===== src/rtl/irq_ctrl.sv =====
`default_nettype none
// ============================================================================
// Module   : irq_ctrl
// Purpose  : NUM_SRC-source 68000 interrupt controller. Per-source enable,
//            edge/level mode and priority level; drives IPL, resolves
//            acknowledge cycles into vectors, CPU-mapped register bank.
// Options  : IRQ_CTRL_INPUT_SYNC_EN - two-flop synchronizer on every src bit.
// Revision : 1.0 - initial release
// ============================================================================
module irq_ctrl #(
  parameter int       NUM_SRC      = 7,
  parameter bit [7:0] VECTOR_BASE  = 8'h40,
  parameter bit [7:0] SPURIOUS_VEC = 8'h18
) (
  input  logic               clk,
  input  logic               reset,
  input  logic [NUM_SRC-1:0] src,
  input  logic               cs,
  input  logic [1:0]         wr,
  input  logic [3:0]         address,
  input  logic [15:0]        din,
  output logic [15:0]        dout,
  input  logic               iack,
  input  logic [2:0]         ack_level,
  output logic [2:0]         ipl_n,
  output logic [7:0]         vector,
  output logic               spurious
);

  typedef enum logic [0:0] {S_IDLE = 1'b0, S_ACK = 1'b1} state_t;

  state_t             r_state, w_state_nxt;
  logic [NUM_SRC-1:0] w_src, r_src_prev;
  logic [NUM_SRC-1:0] r_pending, r_enable, r_mode;
  logic [NUM_SRC-1:0] w_pend_nxt, w_enable_nxt, w_mode_nxt;
  logic [2:0]         r_level     [NUM_SRC];
  logic [2:0]         w_level_nxt [NUM_SRC];
  logic [15:0]        w_lvl_rd    [4];
  logic [15:0]        w_bmask;
  logic               r_iack_prev, w_iack_rise, w_ack_take, w_ack_hit;
  logic [3:0]         w_ack_idx, r_last_src;
  logic [2:0]         w_win_lvl, r_ipl_n, w_ipl_nxt;
  logic [7:0]         r_vector;
  logic               r_spurious;
  logic               w_unused;

`ifdef IRQ_CTRL_INPUT_SYNC_EN
  logic [NUM_SRC-1:0] r_sync1, r_sync2;
  // Two-flop synchronizer; loads src in reset so a held-high input gives no edge.
  always_ff @(posedge clk) begin
    if (reset) begin
      r_sync1 <= src;
      r_sync2 <= src;
    end else begin
      r_sync1 <= src;
      r_sync2 <= r_sync1;
    end
  end
  assign w_src = r_sync2;
`else
  assign w_src = src;
`endif

  assign w_bmask     = {{8{wr[1]}}, {8{wr[0]}}};
  assign w_iack_rise = iack & ~r_iack_prev;
  assign w_unused    = &{1'b0, din, w_bmask};

  // Per-source next-state of pending, enable, mode and level registers.
  genvar gi;
  generate
    for (gi = 0; gi < NUM_SRC; gi++) begin : g_src
      localparam logic [3:0] c_word = 4'(4 + gi / 4);
      localparam int         c_lane = gi % 4;
      logic w_w1c, w_clr, w_edge;
      assign w_w1c  = cs & (address == 4'd0) & w_bmask[gi] & din[gi];
      assign w_clr  = w_w1c | (w_ack_take & w_ack_hit & (w_ack_idx == 4'(gi)));
      assign w_edge = w_src[gi] & ~r_src_prev[gi];
      // A fresh edge outranks any clear in the same cycle.
      assign w_pend_nxt[gi] = r_mode[gi] ? w_src[gi]
                                         : (w_edge | (r_pending[gi] & ~w_clr));
      assign w_enable_nxt[gi] = (cs && address == 4'd1 && w_bmask[gi]) ? din[gi] : r_enable[gi];
      assign w_mode_nxt[gi]   = (cs && address == 4'd2 && w_bmask[gi]) ? din[gi] : r_mode[gi];
      assign w_level_nxt[gi]  = (cs && address == c_word && w_bmask[4*c_lane])
                                ? din[4*c_lane +: 3] : r_level[gi];
    end
  endgenerate

  // Level read-back words: four 4-bit lanes per word, missing sources read 0.
  genvar gk, gj;
  generate
    for (gk = 0; gk < 4; gk++) begin : g_lw
      for (gj = 0; gj < 4; gj++) begin : g_lane
        if (4*gk + gj < NUM_SRC) begin : g_used
          assign w_lvl_rd[gk][4*gj +: 4] = {1'b0, r_level[4*gk + gj]};
        end else begin : g_empty
          assign w_lvl_rd[gk][4*gj +: 4] = 4'b0;
        end
      end
    end
  endgenerate

  // Arbitration: highest level among pending & enabled; strict > keeps lowest index on ties.
  always_comb begin
    w_win_lvl = 3'd0;
    for (int i = 0; i < NUM_SRC; i++) begin
      if (r_pending[i] && r_enable[i] && (r_level[i] > w_win_lvl)) w_win_lvl = r_level[i];
    end
  end

  // Acknowledge match: lowest-index pending & enabled source at the acknowledged level.
  always_comb begin
    w_ack_hit = 1'b0;
    w_ack_idx = 4'd0;
    for (int i = NUM_SRC - 1; i >= 0; i--) begin
      if (r_pending[i] && r_enable[i] && (r_level[i] != 3'd0) && (r_level[i] == ack_level)) begin
        w_ack_hit = 1'b1;
        w_ack_idx = 4'(i);
      end
    end
  end

  // State register and all per-source registers.
  always_ff @(posedge clk) begin
    if (reset) begin
      r_state     <= S_IDLE;
      r_src_prev  <= w_src;
      r_iack_prev <= iack;
      r_pending   <= '0;
      r_enable    <= '0;
      r_mode      <= '0;
      for (int i = 0; i < NUM_SRC; i++) r_level[i] <= 3'd0;
      r_ipl_n     <= 3'b111;
      r_vector    <= 8'd0;
      r_spurious  <= 1'b0;
      r_last_src  <= 4'd0;
    end else begin
      r_state     <= w_state_nxt;
      r_src_prev  <= w_src;
      r_iack_prev <= iack;
      r_pending   <= w_pend_nxt;
      r_enable    <= w_enable_nxt;
      r_mode      <= w_mode_nxt;
      r_level     <= w_level_nxt;
      r_ipl_n     <= w_ipl_nxt;
      if (w_ack_take) begin
        if (w_ack_hit) begin
          r_vector   <= VECTOR_BASE + {4'd0, w_ack_idx};
          r_spurious <= 1'b0;
          r_last_src <= w_ack_idx;
        end else begin
          r_vector   <= SPURIOUS_VEC;
          r_spurious <= 1'b1;
        end
      end
    end
  end

  // Next state: ACK on an iack rise, back to IDLE once iack drops; IPL forced off in ACK.
  always_comb begin
    w_state_nxt = r_state;
    w_ack_take  = 1'b0;
    case (r_state)
      S_IDLE: if (w_iack_rise) begin
        w_state_nxt = S_ACK;
        w_ack_take  = 1'b1;
      end
      S_ACK:   if (!iack) w_state_nxt = S_IDLE;
      default: w_state_nxt = S_IDLE;
    endcase
    w_ipl_nxt = (w_state_nxt == S_ACK) ? 3'b111 : ~w_win_lvl;
  end

  // Zero-latency register read mux.
  always_comb begin
    dout = 16'd0;
    case (address)
      4'd0:    dout[NUM_SRC-1:0] = r_pending;
      4'd1:    dout[NUM_SRC-1:0] = r_enable;
      4'd2:    dout[NUM_SRC-1:0] = r_mode;
      4'd3:    dout = {7'd0, r_spurious, r_last_src, 1'b0, ~r_ipl_n};
      4'd4, 4'd5, 4'd6, 4'd7: dout = w_lvl_rd[address[1:0]];
      default: dout = 16'd0;
    endcase
  end

  assign ipl_n    = r_ipl_n;
  assign vector   = r_vector;
  assign spurious = r_spurious;

endmodule
`default_nettype wire


===== config.mk =====
export PLATFORM = sky130hd
export DESIGN_NAME = irq_ctrl
export DESIGN_NICKNAME = d
export VERILOG_FILES = /design/src/rtl/irq_ctrl.sv
export SDC_FILE = /design/constraint.sdc
export NUM_CORES = 1
export LEC_CHECK = 0
export BUFFER_PORTS_ARGS = -buffer_cell sky130_fd_sc_hd__buf_2
export CAP_MARGIN = 20
export CORE_MARGIN = 5
export CORE_UTILIZATION = 25
export DETAILED_ROUTE_END_ITERATION = 6
export SYNTH_ARGS = -nofsm -noshare
export SYNTH_HDL_FRONTEND = slang
export SYNTH_SLANG_ARGS = --single-unit

===== constraint.sdc =====
create_clock -name clk -period 7.8 [get_ports clk]
set_input_delay 1.17 -clock clk [delete_from_list [all_inputs] [get_ports clk]]
set_output_delay 1.17 -clock clk [all_outputs]
set_load 0.005 [all_outputs]

== Word level (Yosys, flattened, before mapping) ==
Index checks and enable logic that the tools add are counted.
Word-level totals
  output and inout bits: 28
  logic and storage cells: 200
  bits of input ports: 36
  register bits after elaboration: 67
Cells by class
  $lt $le $gt $ge: 8
  reductions and logical operators: 50
  $add $sub $neg: 1
  bitwise logic cells: 65
  eq/ne operators: 20
  mux-type cells: 39
Operators by type and width (count)
  $logic_and 1x1->1: 38
  $pmux 7 s5: 1
  $and 1x1->1: 32
  $bmux 16 s2: 1
  $mux 16: 2
  $eq 4x3->1 const B: 7
  $mux 3: 8
  $mux 4: 6
  $eq 3x3->1: 7
  $reduce_bool 3->1: 7
  $gt 3x3->1: 6
  $mux 1: 18
  $pmux 9 s2: 1
  $eq 4x2->1 const B: 4
  $not 1->1: 16
  $or 1x1->1: 14
  $add 7x4->8 const A: 1
  $eq 4x1->1 const B: 2
  $logic_not 4->1: 2
  $mux 8: 1
  $not 3->3: 2
  $reduce_or 4->1: 1
  $ge 3x3->1 const B: 1
  $gt 3x1->1 const B: 1
  4 further kinds: 4

== Depth between registers and ports, before layout ==
Gate-level depths: netlist of run 1.
  word-level depth: 22
  mapped depth: 44
  gate-level depth less buffers: 44

== Worst setup path after synthesis of run 1 ==
OpenSTA, ideal clock, no wires.
  path kind: flip-flop to flip-flop
  from: register r_level[20] in the netlist's numbering
  to: register r_ipl_n[1], in the netlist ipl_n[1]
  data required time: 7678 ps
  cell stages (with the launch flop): 42
  buffers on the path: 0
  setup slack: 250 ps
  arrival time: 7428 ps
  path through: dfxtp_1 nand3_1 ha_1 nor2_2 a31oi_4 nand2_1 mux2_2 ha_1 nor2_1 and3_1 a2111oi_1 or4_1 and2_1 ha_1 nor2_1 nor2_1 nor2_1 or4b_4 [... 6 more ...] a2111oi_0 nand3_1 nor2_1 a21oi_1 ha_1 inv_1 a21o_1 a21oi_1 a311oi_1 inv_1 nand3_1 and2_1 ha_1 nor2b_1 o21a_1 o2111ai_1 nor2_1 a311o_1
Between the ends
  cells in the longest elaborated chain, start to end: 22
Ends and longest elaborated chain
  start, declared: RTL line 36  | logic [2:0] r_level [NUM_SRC];
  start signal, assigned: RTL line 143  | r_level <= w_level_nxt;
  $gt 3x1->1: RTL line 106  | if (r_pending[i] && r_enable[i] && (r_level[i] > w_win_lvl)) w_win_lvl = r_level[i];
  $logic_and 1x1->1: RTL line 106
  $mux 3 (*): RTL line 106
  $gt 3x3->1: RTL line 106
  $logic_and 1x1->1: RTL line 106
  $mux 3 (*): RTL line 106
  $gt 3x3->1: RTL line 106
  $logic_and 1x1->1: RTL line 106
  [... 6 more ...]
  $mux 3 (*): RTL line 106
  $gt 3x3->1: RTL line 106
  $logic_and 1x1->1: RTL line 106
  $mux 3 (*): RTL line 106
  $gt 3x3->1: RTL line 106
  $logic_and 1x1->1: RTL line 106
  $mux 3 (*): RTL line 106
  $not 3->3 (*): RTL line 170  | w_ipl_nxt = (w_state_nxt == S_ACK) ? 3'b111 : ~w_win_lvl;
  end signal, assigned: RTL line 144  | r_ipl_n <= w_ipl_nxt;
  end, declared: RTL line 42  | logic [2:0] w_win_lvl, r_ipl_n, w_ipl_nxt;
Mark *: on every way between the ends. The rest lies on a longest branch, timed or not.
A chain may end at the register's enable or synchronous reset.

== Final worst setup path of run 1 ==
  from: register r_level[19] in the netlist's numbering
  to: register r_ipl_n[1], in the netlist ipl_n[1]
Same word-level chain as after synthesis.

==> metrics.md, run 1 <==
| Metric | Value |
|---|---|
| Register Area | 1250 um2 |
| Seq/Total Area, Yosys | 0.318 |
| DP HPWL | 9.19 mm |
| Hold WS | 0.454 ns |
| Top cells by area, synth | dfxtp_1 32%, mux2i_1 11%, nor2_1 7.8%, a21oi_1 4.0%, ha_1 3.8% |
| Clock-pin slew on the worst setup and hold paths | 0.06 ns |
| Avg WL per Cell | 16.3 um |
| Maximum clock frequency | 0.131 GHz |
| Clock Path Buffers | 2 |
| Initial DRT Pass Iterations | 5 |
| Hold Buf Count CTS | 0 |
| Core area | 15300 um2 |
| ANT cells | 0 |
| Die H | 135 um |
| CTS tree | yes |
| Critical path endpoint category | flop |
| Nets | 606 |
| CP arrival | 7.88 ns |
| FF+latch count, synth | 62 |
| H-tree levels | 3 |
| WP data required | 8.02 ns |
| First-pass GRT wire length | 19.5 mm |
| FFs w/ async S/R, synth | 0 |
| Initial antenna violation count | 1 |
| Congestion Overflow GR | 0 |
| Pwr/cell area | 162 nW/um2 |
| Total CTS buffers | 9 |
| Vias in the first global route | 3638 |
| CTS root buf | clkbuf_16 |
| Ports | 64 |
| Slew Viols, Final | 0 |
| Initial Util | 0.256 |
| Clk Latency, worst-skew pair | 0.34 ns |
| Crit Path Class | flop to flop |
| Min cycle time layout | 7.66 ns |
| Initial DRC count | 292 |
| Routed wire length | 12.6 mm |
| Leak Pwr | 2.06 nW |
| Prevailing post-synth register cell | dfxtp_1 |
| Origin of the worst setup path | r_level[19] |
| RSZ-0062 raised after global routing | yes |
| Avg Inst Size Synth | 8.01 um2 |
| Most common cell in the netlist | nor2_1 |
| Worst Skew | 0.00796 ns |
| Post-Synthesis Cells | 487 |
| Vias/cell | 4.92 |
| Routed Antenna Nets | 0 |
| Reg-to-Reg Start | r_level[19] |
| Area leader, netlist | dfxtp_1 |
| Pin count of the biggest net entering global routing | 53 |
| Via count | 3805 |
| Die W | 135 um |
| Number of clock sinks | 62 |
| Area grow syn2layout | 32.3% |
| CP max-delay cell | or4_1 |
| Synth cell types | 62 |
| Slew headroom | 0.346 |
| Total chip power | 0.839 mW |
| EDFF count, synth | 0 |
| Slowest stage delay, CP | 0.51 ns |
| Synth top area share | 0.318 |
| HP Start | vector[0] |
| Die area | 18200 um2 |
| Row count | 45 |
| Synth Cell Area | 3900 um2 |
| Post-synth top cells | 81 x nor2_1, 62 x dfxtp_1, 44 x mux2i_1, 33 x nand2_1, 31 x a21oi_1 |
| Max Fanout on Critical Path | 3 |
| Final setup fails | 0 |
| Synth Warn # | 0 |
| All-Layer GR Usage | 0.136 |
| Worst hold path class | flop to flop |
| Area of the multi-input gates | 2720 um2 |
| Drt drc | 0 |
| Final GP Congestion | 0.918 |
| Max Cap Viol | 0 |
| Fin crit share | 0.982 |
| Ratio of cells with drive above 1 in the final layout | 0.297 |
| Outcome | finished clean |
| Max VDD drop | 0.142 mV |
| Tightest Pin Transition | 0.981 ns |
| # port buffers | 55 |
| Final-report hold violation count | 0 |
| Filler cell count in the final layout | 1613 |
| Fin util | 0.338 |
| Setup crit start kind | flop |
final timing paths:
| kind | cells after the start | slack (ns) | end |
|---|---|---|---|
| worst max register to register | 42 | 0.14 | ipl_n[1] |
| worst min register to register | 2 | 0.45 | vector[0] |
| worst max-delay path | 42 | 0.14 | ipl_n[1] |
| worst min-delay path | 2 | 0.45 | vector[0] |
layer usage:
| layer | part of all wire | vias up | track usage |
|---|---|---|---|
| met2 | 0.46 | 136 | 0.210 |
| met3 | 0.080 | 23 | 0.0391 |
| met1 | 0.44 | 1783 | 0.184 |
| met4 | 0.022 | 2 | 0.0437 |
| met5 | 0.00087 | - | 0 |
| li1 | - | 1861 | - |
where the power goes:
group / total, mW / internal (mW) / leakage (nW) / switching (mW)
combinational: 0.0601 / 0.0230 / 1.40 / 0.0371
sequential: 0.331 / 0.323 / 0.506 / 0.00785
clock: 0.448 / 0.290 / 0.155 / 0.158
total: 0.839 / 0.636 / 2.06 / 0.203
logic make-up (layout without fill, tap and decap cells):
group	after synthesis	after routing	share of synthesized area
adders and majority gates	12	12	0.0385
AOI/OAI and AO/OA	106	106	0.189
and+or+nand+nor	191	191	0.235
other	1	5	0.000961
muxes	48	48	0.124
xor gates and xnor gates	14	14	0.0314
buffers and inverters	53	125	0.0619
DFF	62	62	0.318
registers in the layout, summed over array words and instances, names as in the netlist:
| name | flops |
|---|---|
| r_src_prev | 7 |
| ipl_n | 3 |
| r_state | 1 |
| r_pending | 7 |
| r_mode | 7 |
| r_last_src | 3 |
| r_enable | 7 |
| r_iack_prev | 1 |
| r_level | 21 |
| vector | 5 |
critical path: cells and delay by family, from the launching register on:
kind | cells | cell delay (ns)
mux | 1 | 0.33
flops | 1 | 0.37
fa+ha+maj | 6 | 1.38
simple gates | 18 | 2.61
buf+inv | 5 | 0.60
compound gates | 12 | 2.25
timing repair:
item / CTS / global route
setup endpoints to repair: 2 / 3
pin swaps: 0 / 28
gates resized for setup: 2 / 57
setup buffers: 0 / 5
placed cells by master, fill, tap and decap left out, drive strengths merged, types with 5 or more instances in the layout:
cell / Yosys / final
a21oi: 36 / 36
conb: 1 / 5
ha: 12 / 12
mux2i: 44 / 44
o31ai: 6 / 6
clkbuf: 15 / 10
nor2: 82 / 82
xnor2: 10 / 10
nor3: 8 / 8
o21ai: 18 / 18
inv: 22 / 23
nand2b: 12 / 12
nand2: 33 / 33
a22oi: 10 / 10
nand3: 17 / 17
dfxtp: 62 / 62
and2: 9 / 9
buf: 16 / 87
and3: 5 / 5
a21o: 5 / 5
per-stage QoR:
stage	worst slack, ns	area [um2]	instances	TNS (ns)
2_1_floorplan	0.250	3920	491	0
3_3_place_gp	0.0393	4500	753	0
3_5_place_dp	-0.0384	4500	753	-0.0476
4_1_cts	0.00277	4840	769	0
5_1_grt	-0.120	5160	774	-0.202
6_report	0.144	5160	774	0
cell type report:
cell class | instances | share of cell area
tap | 211 | 0.0511
multi-input combinational | 376 | 0.526
timing repair buffer | 87 | 0.101
clock buffer | 10 | 0.0463
sequential | 62 | 0.242
clock inverter | 6 | 0.0179
inverter | 22 | 0.0165
Power figures use the tool's default switching activity.
==> run 2: changes to the inputs <==
- CORE_UTILIZATION: 25 -> 47
- PLACE_DENSITY: default -> 0.71
==> metrics.md, run 2 (synthesized netlist as in run 1, its figures left out) <==
| Metric | Value |
|---|---|
| Outcome | finished clean |
| CP Buf/Inv Count | 4 (-1) |
| Max Fanout on Critical Path | 4 (+1) |
| Vias/cell | 5.84 (+19%) |
| Setup crit start kind | flop |
| Worst hold path class | flop to flop |
| Drt drc | 0 (unchanged) |
| Filler cell count in the final layout | 718 (-55%) |
| Ratio of cells with drive above 1 in the final layout | 0.307 (+0.0101) |
| Setup ws final | 0.0646 ns (-0.0790 ns) |
| CTS root buf | clkbuf_8 |
| Ports | 64 (unchanged) |
| # port buffers | 55 (unchanged) |
| Int Pwr | 0.527 mW (-17%) |
| Number of clock sinks | 62 (unchanged) |
| Congestion Overflow GR | 0 (unchanged) |
| Tightest Pin Transition | 0.994 ns (+0.0127 ns) |
| Routed Antenna Nets | 0 (unchanged) |
| Fin util | 0.611 (+0.273) |
| Reg2reg path depth | 42 (unchanged) |
| RSZ-0062 raised after global routing | yes |
| Initial Util | 0.480 (+0.224) |
| Reg power frac | 0.462 (+0.067) |
| Pin count of the biggest net entering global routing | 53 (unchanged) |
| Die W | 101 um (-25%) |
| Initial antenna violation count | 0 (-1) |
| DP Worst Slack | -0.143 ns (-0.104 ns) |
| Commonest non-fill, non-tap cell in the layout | nor2_1 |
| Vias in the first global route | 3659 (+0.58%) |
| Die area | 10200 um2 (-44%) |
| DP HPWL | 8.56 mm (-6.9%) |
| Clock power frac | 0.454 (-0.080) |
| Combinational power share | 0.084 (+0.012) |
| Top reg by flops | r_level |
| Max FFs per register | 21 (unchanged) |
| Final GP Congestion | 0.983 (+7.1%) |
| ANT cells | 0 (unchanged) |
| Min cycle time layout | 7.74 ns (+0.0790 ns) |
| Slew headroom | 0.337 (-0.00845) |
| Avg WL per Cell | 18.1 um (+11%) |
| Min-Delay Endpoint | vector[0] |
| Net Sw Frac | 0.264 (+0.0222) |
| Max Cap Viol | 0 (unchanged) |
| Leak Pwr | 2.01 nW (-2.3%) |
| Crit Path Class | flop to flop |
| Hold WS | 0.464 ns (+0.0101 ns) |
| Initial DRT Pass Iterations | 5 (unchanged) |
| Clock-pin slew on the worst setup and hold paths | 0.08 ns (+0.02 ns) |
| Area grow syn2layout | 27.3% |
| Max VDD drop | 0.153 mV (+7.8%) |
| CP arrival | 7.97 ns (+0.09 ns) |
| Clock Path Buffers | 2 (unchanged) |
| Routed wire length | 12.1 mm (-4.1%) |
| Row count | 33 (-27%) |
| R2r endpoint | ipl_n[1] |
| Hold path depth | 2 (unchanged) |
| WP data required | 8.04 ns (+0.02 ns) |
| Slowest stage delay, CP | 0.54 ns (+0.03 ns) |
| Initial DRC count | 327 (+12%) |
| Clk Latency, worst-skew pair | 0.35 ns (about the same) |
| CTS tree | yes |
| Sw Pwr | 0.189 mW (-6.8%) |
| Die H | 101 um (-25%) |
| Final-report hold violation count | 0 (unchanged) |
| Worst Skew | 0.00887 ns (+0.000909 ns) |
| Total CTS buffers | 9 (unchanged) |
| Final setup fails | 0 (unchanged) |
| Critical path endpoint category | flop |
| Flop2flop setup slack | 0.06 ns (-0.08 ns) |
| All-Layer GR Usage | 0.228 (+0.0921) |
| First-pass GRT wire length | 18.3 mm (-6.3%) |
| Slew Viols, Final | 0 (unchanged) |
| Fin crit share | 0.992 (+0.0101) |
| Via count | 3905 (+2.6%) |
| H-tree levels | 3 (unchanged) |
| Pwr/cell area | 144 nW/um2 (-11%) |
| HP Start | vector[0] |
| Total chip power | 0.716 mW (-15%) |
| Nets | 607 (+0.17%) |
| Most used cell, CP | ha_4 |
| Commonest cells after routing, fill and taps aside | 75 x nor2_1, 59 x dfxtp_1, 55 x buf_2 |
| Critical path's top delay family | simple AND/OR/NAND/NOR gates |
| CP max-delay cell | or4_4 |
| Reg-to-Reg Start | r_enable[0] |
| Maximum clock frequency | 0.129 GHz (-1.0%) |
| Core area | 8130 um2 (-47%) |
==> run 2: worst max path at each step <==
stage,slack (ns),endpoint,start,depth (start not counted)
5_1_grt,-0.23,ipl_n[2],r_enable[0],43
4_1_cts,0.01,ipl_n[1],r_enable[0],43
3_3_place_gp,0.06,ipl_n[1],r_pending[0],41
2_1_floorplan,0.25,ipl_n[1],r_level[20],41
6_report,0.06,ipl_n[1],r_enable[0],42
3_5_place_dp,-0.14,ipl_n[1],r_pending[0],42
==> run 2: area by class of cell <==
class | instances | area [um2] | area share
Tap cell | 105 | 131 | 0.0264
Inverter | 22 | 82.6 | 0.0166
Timing Repair Buffer | 88 | 527 | 0.106
Clock buffer | 9 | 124 | 0.0249
Sequential cell | 62 | 1250 | 0.252
Multi-Input combinational cell | 376 | 2760 | 0.555
Clock inverter | 7 | 97.6 | 0.0196
==> run 2: repair_timing <==
item,in CTS,in global routing
resized for setup,4,60
pin swaps,1,37
hold buffers,0,0
endpoints found under the setup margin,3,3
buffers inserted,0,12
==> run 2: through the flow <==
step	cells	TNS [ns]	instance area, um2
after floorplan	491	0	3920
after global placement	642	0	4330
after detailed placement	642	-0.316	4330
after CTS	658	0	4570
after global routing	669	-0.630	4970
final	669	0	4970
==> run 2: power by group through the flow <==
| stage | Sequential [mW] | Combinational, mW | Clock (mW) |
|---|---|---|---|
| floorplan | 0.334 | 0.0381 | 0 |
| global placement | 0.337 | 0.0561 | 0 |
| detailed placement | 0.337 | 0.0573 | 0 |
| CTS | 0.330 | 0.0577 | 0.328 |
| global route | 0.331 | 0.0662 | 0.342 |
| finish | 0.330 | 0.0603 | 0.325 |
==> run 2: per-layer routing <==
| layer | routed length, um | global-route usage |
|---|---|---|
| met1 | 5110 | 0.300 |
| met2 | 5660 | 0.370 |
| met4 | 353 | 0.0838 |
| met5 | 0 | 0 |
| met3 | 959 | 0.0471 |
==> run 2: worst register-to-register path, delay by kind of cell, from the launching register on <==
kind                     cells  cell delay (ns)
AND/OR/NAND/NOR             19             2.84
AO/OA/AOI/OAI               12             2.36
adder cells (fa/ha/maj)      6             1.37
flip-flops                   1             0.39
buffers and inverters        4             0.33
multiplexers                 1             0.32
